==> config.mk <==
export PLATFORM = sky130hd
export DESIGN_NAME = piso_shift_tx_flat
export DESIGN_NICKNAME = d
export VERILOG_FILES = /design/src/rtl/piso_shift_tx_if.sv /design/src/rtl/piso_shift_tx.sv /design/src/flat_wrapper.sv
export SDC_FILE = /design/constraint.sdc
export NUM_CORES = 1
export LEC_CHECK = 0
export CAP_MARGIN = 5
export CORE_UTILIZATION = 43
export DETAILED_ROUTE_END_ITERATION = 10
export PLACE_DENSITY_LB_ADDON = 0.12
export SYNTH_ARGS = -nofsm -noshare
export SYNTH_HDL_FRONTEND = slang
export SYNTH_SLANG_ARGS = --single-unit
==> constraint.sdc <==
create_clock -name clk -period 1.1 [get_ports clk]
set_clock_uncertainty 0.05 [all_clocks]
set_input_delay 0.11 -clock clk [delete_from_list [all_inputs] [get_ports clk]]
set_output_delay 0.11 -clock clk [all_outputs]
set_load 0.02 [all_outputs]
==> src/rtl/piso_shift_tx_if.sv <==
// rtl/piso_shift_tx_if.sv - load handshake and serial output bundle for piso_shift_tx
interface piso_shift_tx_if #(
  parameter int WIDTH = 8
);
  logic             load_valid;
  logic             load_ready;
  logic [WIDTH-1:0] load_data;
  logic             shift_en;
  logic             sout;
  logic             sout_valid;
  logic             busy;
  logic             done;

  modport master (
    output load_valid, load_data, shift_en,
    input  load_ready, sout, sout_valid, busy, done
  );

  modport slave (
    input  load_valid, load_data, shift_en,
    output load_ready, sout, sout_valid, busy, done
  );
endinterface

==> src/rtl/piso_shift_tx.sv <==
// rtl/piso_shift_tx.sv - parallel-in/serial-out shift transmitter (optional trailing parity bit via PISO_PARITY_EN)
module piso_shift_tx #(
  parameter int WIDTH     = 8,
  parameter bit MSB_FIRST = 1'b1
) (
  input  logic           clk,
  input  logic           rst,
  piso_shift_tx_if.slave bus
);
  localparam int            CW   = (WIDTH > 1) ? $clog2(WIDTH) : 1;
  localparam logic [CW-1:0] LAST = CW'(WIDTH - 1);

`ifdef PISO_PARITY_EN
  typedef enum logic [1:0] {IDLE = 2'd0, SHIFT = 2'd1, PARITY = 2'd2} state_t;
`else
  typedef enum logic [1:0] {IDLE = 2'd0, SHIFT = 2'd1} state_t;
`endif

  state_t           state;
  state_t           state_nxt;
  logic [WIDTH-1:0] sreg;
  logic [CW-1:0]    cnt;
  logic             done_q;
  logic             head;
  logic             capture;
  logic             advance;
  logic             finish;
  logic             ready_c;
  logic             sout_c;
  logic             sout_valid_c;
  logic             busy_c;
`ifdef PISO_PARITY_EN
  logic             par_q;
`endif

  // The bit on the line is always the register head; shifting moves the next bit into it.
  assign head = MSB_FIRST ? sreg[WIDTH-1] : sreg[0];

  // State register; reset abandons any word in flight.
  always_ff @(posedge clk or negedge rst) begin
    if (!rst) state <= IDLE;
    else      state <= state_nxt;
  end

  // Next-state decode and per-state outputs.
  always_comb begin
    state_nxt    = state;
    ready_c      = 1'b0;
    sout_c       = 1'b0;
    sout_valid_c = 1'b0;
    busy_c       = 1'b0;
    capture      = 1'b0;
    advance      = 1'b0;
    finish       = 1'b0;
    case (state)
      IDLE: begin
        ready_c = 1'b1;
        if (bus.load_valid) begin
          capture   = 1'b1;
          state_nxt = SHIFT;
        end
      end
      SHIFT: begin
        sout_c       = head;
        sout_valid_c = 1'b1;
        busy_c       = 1'b1;
        if (bus.shift_en) begin
          advance = 1'b1;
          if (cnt == LAST) begin
`ifdef PISO_PARITY_EN
            state_nxt = PARITY;
`else
            state_nxt = IDLE;
            finish    = 1'b1;
`endif
          end
        end
      end
`ifdef PISO_PARITY_EN
      PARITY: begin
        sout_c       = par_q;
        sout_valid_c = 1'b1;
        busy_c       = 1'b1;
        if (bus.shift_en) begin
          state_nxt = IDLE;
          finish    = 1'b1;
        end
      end
`endif
      default: state_nxt = IDLE;
    endcase
  end

  // Shift register, bit counter and the registered done pulse.
  always_ff @(posedge clk or negedge rst) begin
    if (!rst) begin
      sreg   <= '0;
      cnt    <= '0;
      done_q <= 1'b0;
    end else begin
      done_q <= finish;
      if (capture) begin
        sreg <= bus.load_data;
        cnt  <= '0;
      end else if (advance) begin
        sreg <= MSB_FIRST ? {sreg[WIDTH-2:0], 1'b0} : {1'b0, sreg[WIDTH-1:1]};
        // Wrap to zero on the last bit so the counter never leaves 0..WIDTH-1.
        cnt  <= (cnt == LAST) ? '0 : cnt + 1'b1;
      end
    end
  end

`ifdef PISO_PARITY_EN
  // Even parity of the word is fixed at capture time, independent of later load_data.
  always_ff @(posedge clk or negedge rst) begin
    if (!rst)         par_q <= 1'b0;
    else if (capture) par_q <= ^bus.load_data;
  end
`endif

  assign bus.load_ready = ready_c;
  assign bus.sout       = sout_c;
  assign bus.sout_valid = sout_valid_c;
  assign bus.busy       = busy_c;
  assign bus.done       = done_q;
endmodule

==> src/flat_wrapper.sv <==
// flat-port wrapper written by rule: the top's interface ports become plain ports
module piso_shift_tx_flat 
#(
  parameter int WIDTH     = 8,
  parameter bit MSB_FIRST = 1'b1
)
  (clk, rst, bus_load_valid, bus_load_data, bus_shift_en, bus_load_ready, bus_sout, bus_sout_valid, bus_busy, bus_done);
  piso_shift_tx_if #(.WIDTH(WIDTH)) bus_i ();
  input  logic clk;
  input  logic rst;
  input wire logic [$bits(bus_i.load_valid)-1:0] bus_load_valid;
  input wire logic [$bits(bus_i.load_data)-1:0] bus_load_data;
  input wire logic [$bits(bus_i.shift_en)-1:0] bus_shift_en;
  output wire logic [$bits(bus_i.load_ready)-1:0] bus_load_ready;
  output wire logic [$bits(bus_i.sout)-1:0] bus_sout;
  output wire logic [$bits(bus_i.sout_valid)-1:0] bus_sout_valid;
  output wire logic [$bits(bus_i.busy)-1:0] bus_busy;
  output wire logic [$bits(bus_i.done)-1:0] bus_done;
  assign bus_i.load_valid = bus_load_valid;
  assign bus_i.load_data = bus_load_data;
  assign bus_i.shift_en = bus_shift_en;
  assign bus_load_ready = bus_i.load_ready;
  assign bus_sout = bus_i.sout;
  assign bus_sout_valid = bus_i.sout_valid;
  assign bus_busy = bus_i.busy;
  assign bus_done = bus_i.done;
  piso_shift_tx #(.WIDTH(WIDTH), .MSB_FIRST(MSB_FIRST)) u_core (.clk(clk), .rst(rst), .bus(bus_i));
endmodule
### Word level (Yosys, flattened, before mapping)

Cells that the tools add are included.

| storage, ports and cells | value |
|---|---|
| input port bits | 12 |
| logic and storage cells | 32 |
| output and inout port bits | 5 |
| bits in registers | 14 |

| operators by class | value |
|---|---|
| eq/ne operators | 5 |
| reductions and logical operators | 3 |
| add/subtract/negate cells | 1 |
| multiplexer cells | 19 |

Operators with widths:

| kind | number |
|---|---|
| 8-bit 2-to-1 mux | 2 |
| 1-bit 2-to-1 mux | 10 |
| 3-bit 2-to-1 mux | 3 |
| 2-bit 2-to-1 mux | 3 |
| 2-bit != test (second input constant) | 2 |
| 2-bit case mux with 2 select lines | 1 |
| 3-bit by 1-bit adder with 3-bit output (second input constant) | 1 |
| 3-bit equality test (second input constant) | 1 |
| 3-bit AND reduction | 1 |
| 2-bit by 1-bit equality test with 1-bit output (second input constant) | 1 |
| 2-bit logical NOT | 1 |
| 2-bit by 1-bit != test with 1-bit output (second input constant) | 1 |
| 2-bit nonzero test | 1 |

### Longest topological paths before layout

| depth | value |
|---|---|
| depth after elaboration | 4 |
| gate-level depth with buffers | 4 |
| depth with buffers taken out | 4 |

### Worst setup path after synthesis

OpenSTA, ideal clock, no wires.

| timing path | value |
|---|---|
| kind | register -> output |
| start point | register u_core.state[0] |
| end point | output bus_sout |
| path slack | -0.098 ns |
| path buffers | 2 |
| arrival time | 1.038 ns |
| stages on the path, launching flop included | 4 |
| data required time | 0.940 ns |
| cell sequence | dfrtp_1 > buf_6 > buf_4 > and2_1 |

| between the ends | value |
|---|---|
| word-level cells in the longest chain between the ends | 2 |

RTL lines:

| what | RTL line | source |
|---|---|---|
| start, declared | piso_shift_tx.sv:19 | `state_t state;` |
| start signal, assigned | piso_shift_tx.sv:42 | `else state <= state_nxt;` |
| 2-bit by 1-bit equality test with 1-bit output | piso_shift_tx.sv:55 | `case (state)` |
| 1-bit 2-to-1 mux | piso_shift_tx.sv:55 |  |
| end, declared | flat_wrapper.sv:15 | `output wire logic [$bits(bus_i.sout)-1:0] bus_sout;` |

No other way between the ends.

### Worst setup path in the final report

| timing path | value |
|---|---|
| start point | register u_core.cnt[1] |
| end point | register u_core.cnt[2] |

| between the ends | value |
|---|---|
| word-level cells in the longest chain between the ends | 4 |
| elaborated cells on any way between the ends | 5 |
| those cells by class | add/sub: 1; eq/ne: 1; mux: 3 |

RTL lines:

| what | RTL line | source |
|---|---|---|
| start, declared | piso_shift_tx.sv:22 | `logic [CW-1:0] cnt;` |
| start signal, assigned | piso_shift_tx.sv:108 | `cnt <= (cnt == LAST) ? '0 : cnt + 1'b1;` |
| 3-bit by 1-bit adder with 3-bit output / 3-bit equality test (equally long branches) | piso_shift_tx.sv:108 |  |
| 3-bit 2-to-1 mux * | piso_shift_tx.sv:108 |  |
| 3-bit 2-to-1 mux * | piso_shift_tx.sv:105 | `end else if (advance) begin` |
| 3-bit 2-to-1 mux * | piso_shift_tx.sv:102 | `if (capture) begin` |

Mark *: on every way between the ends. The rest lies on a longest branch, timed or not. The select of a mux whose other input is x is not followed.
A chain may end at the register's enable or synchronous reset.

==> results.py <==
metrics = {
    "synthesis": {
        "syn_area_per_cell_um2": 12.56,
        "syn-num-nets": 72,
        "ys_ff_latch": 13,
        "seq_area_frac_synth_pct": 44.67,
        "syn_inst": 58,
        "synth_cell_types": 18,
        "synth_warnings": 0,
        "syn_area_um2": 728.2,
    },
    "timing": {
        "rsz0062_at_grt": "true",
        "min_period_ns": 1.158,
        "worst_slack_ns": -0.05791,
        "setup-violations-final": 6,
        "finalCritPeriodShare_pct": 105.3,
        "holdWs_ns": 0.07940,
        "max_freq_mhz": 863.6,
        "finalHoldViolCount": 0,
        "slew_viol_final": 0,
        "worst_slew_pin_slew_ns": 0.1786,
        "slew_headroom_pct": 88.09,
    },
    "global_route": {
        "grt_pass1_vias": 516,
        "grt_pass1_wl_mm": 2.311,
        "use_met1_pct": 22.97,
        "grt-ovfl-total": 0,
        "grt_usage_pct": 17.00,
        "grt_max_degree": 15,
        "grtUsageMet2_pct": 25.07,
        "grt.busiest_layer": "met2",
        "grt_antenna_before_repair": 0,
        "grtUsageMet3_pct": 5.106,
    },
    "finish": {
        "drive_gt1_share_pct": 30.12,
        "final_nets": 98,
        "syn2layout_area_growth_pct": 40.03,
        "fin_util_pct": 66.15,
        "instances_no_fill": 99,
        "diodes": 0,
    },
    "floorplan": {
        "coreArea_mm2": 0.001541,
        "die_x_um": 43.15,
        "io_pins": 17,
        "fp.dieH_um": 43.15,
        "die-area_mm2": 0.001862,
        "initial_core_util_pct": 47.24,
        "rows": 14,
    },
    "placement": {
        "place_hpwl_um": 969.2,
        "place.gp.congestion": 0.6956,
        "numPortBuffers": 16,
        "placed_cells": 95,
    },
    "route": {
        "wire_per_inst_um": 13.20,
        "firstDrtPassIters": 1,
        "vias": 524,
        "via_per_inst": 5.293,
        "ant_nets": 0,
        "drt-initial-drc-count": 0,
        "wirelength_mm": 1.307,
        "post-route-drc-count": 0,
    },
    "worst_setup_path": {
        "cp_num_buf_inv": 0,
        "critPathCaptureType": "flop",
        "critical_path.slowest_cell": "dfrtp_1",
        "rr_endpoint": "u_core.cnt[2]",
        "critPathTopFamily": "adder cells",
        "worstPathRequired_ns": 1.25,
        "worstSetupPathType": "flop to flop",
        "ff2ff_setup_slack_ns": -0.06,
        "crit_path_start_kind": "flop",
        "path_cells": "ha_4 > ha_4 > mux2i_1 > o2bb2ai_1",
        "cpPeakStageDelay_ns": 0.42,
        "path_common_cell": "ha_4",
        "reg2reg_depth": 4,
        "r2r-start": "u_core.cnt[1]",
        "path_max_fanout": 2,
        "cp.arrival_ns": 1.31,
    },
    "outcome": {
        "violations": "setup timing",
        "status": "finished with violations",
    },
    "run": {
        "drv_cap": 0,
    },
    "power_and_ir_drop": {
        "p_leak_nw": 0.5291,
        "power_density_mw_per_mm2": 1914,
        "ir_drop_uv": 1108,
    },
    "clocking": {
        "clockRootBuffer": "clkbuf_4",
        "clk_transition_reported_paths_ns": 0.09,
        "htree_levels": 1,
        "clock_sinks": 13,
        "cts_made_buffers": 3,
        "cts_buffer_depth": 2,
        "cts_setup_buffers": 0,
        "tritoncts": "built",
        "insertion_delay_ns": 0.28,
    },
    "hold_path": {
        "hold_class": "input pin to async pin",
    },
}
-- layout make-up --
class / count / area (µm²)
Inverter: 1 / 3.754
Fill cell: 122 / 521.8
Tap cell: 16 / 20.02
Multi-Input combinational cell: 39 / 387.9
Timing Repair Buffer: 26 / 255.2
Clock buffer: 4 / 26.28
Sequential cell: 13 / 326.6
-- through the flow --
stage | total power (W) | area, µm² | setup TNS, ns | setup WS (ns)
after detailed placement | 0.001625 | 977.2 | -2.095 | -0.1527
after floorplan | 0.001312 | 754.5 | -0.07114 | -0.03438
after CTS | 0.001965 | 1012 | -0.3458 | -0.07213
final | 0.001952 | 1020 | -0.2778 | -0.05791
after global routing | 0.002113 | 1020 | -0.5851 | -0.1266
after global placement | 0.001595 | 977.2 | -1.922 | -0.1512
-- worst max path at each step --
stage                    startpoint       endpoint  slack, ns  cells after the start
global placement    u_core.state[0]       bus_sout      -0.15                      2
finish                u_core.cnt[1]  u_core.cnt[2]      -0.06                      4
global route          u_core.cnt[1]  u_core.cnt[2]      -0.13                      4
detailed placement   bus_load_valid  u_core.cnt[0]      -0.15                      4
CTS                   u_core.cnt[1]  u_core.cnt[2]      -0.07                      4
floorplan           u_core.state[0]       bus_sout      -0.03                      3
-- cell families (layout without fill, tap and decap cells) --
family	after synthesis	in the layout	share of synthesized area (%)
buffers and inverters	6	31	6.700
AND/OR/NAND/NOR	10	10	8.764
multiplexers	24	24	32.99
AO/OA/AOI/OAI	3	3	3.437
adder cells (fa/ha/maj)	2	2	3.436
flip-flops	13	13	44.67
-- cells in the mapped netlist --
library cell	number	share of area [%]
nand3_1	1	0.69
nand3b_1	1	1.0
buf_4	3	3.1
nand4bb_1	1	1.5
dfrtp_1	13	45
ha_1	2	3.4
nor2_1	2	1.0
and2_1	1	0.86
o2bb2ai_1	1	1.2
inv_1	1	0.51
or3b_1	1	1.2
nor2b_1	1	0.86
mux2i_1	24	33
and3_2	1	1.0
buf_6	2	3.1
o22ai_1	1	0.86
a32o_1	1	1.4
nand2_1	1	0.51
-- state kept, by name, summed over array words and instances, names as in the netlist --
signal,count
u_core.bus.done,1
u_core.cnt,3
u_core.sreg,8
u_core.state,1
-- what timing repair did --
action	CTS	global route
hold buffers	0	0
endpoints found under the setup margin	9	9
gates resized for setup	27	6
pin swaps	2	1
-- placed cells by master, fill, tap and decap left out --
master,Yosys,final
a32o_1,1,1
and2_4,0,1
and3_4,0,1
buf_12,0,1
buf_4,3,7
buf_6,2,6
clkbuf_1,0,1
clkbuf_2,0,1
clkbuf_4,0,3
clkdlybuf4s50_1,0,11
dfrtp_1,13,12
dfrtp_2,0,1
ha_4,0,2
inv_2,0,1
mux2i_1,24,24
nand2_1,1,1
nand3_1,1,1
nand3b_1,1,1
nand4bb_1,1,1
nor2_1,2,1
nor2_2,0,1
nor2b_1,1,1
o22ai_1,1,1
o2bb2ai_1,1,1
or3b_1,1,1
-- power by group --
part	switching [W]	total [W]	internal (W)
clock	0.000164	0.000305	0.000141
combinational	0.000338	0.000849	0.000511
sequential	0.000148	0.000798	0.000650
-- metal layers --
| layer | wire [µm] | vias up |
|---|---|---|
| li1 | - | 265 |
| met1 | 614 | 246 |
| met2 | 631 | 11 |
| met3 | 44 | 2 |
| met4 | 17 | 0 |
| met5 | 0 | - |
(Power assumes the default switching activity.)
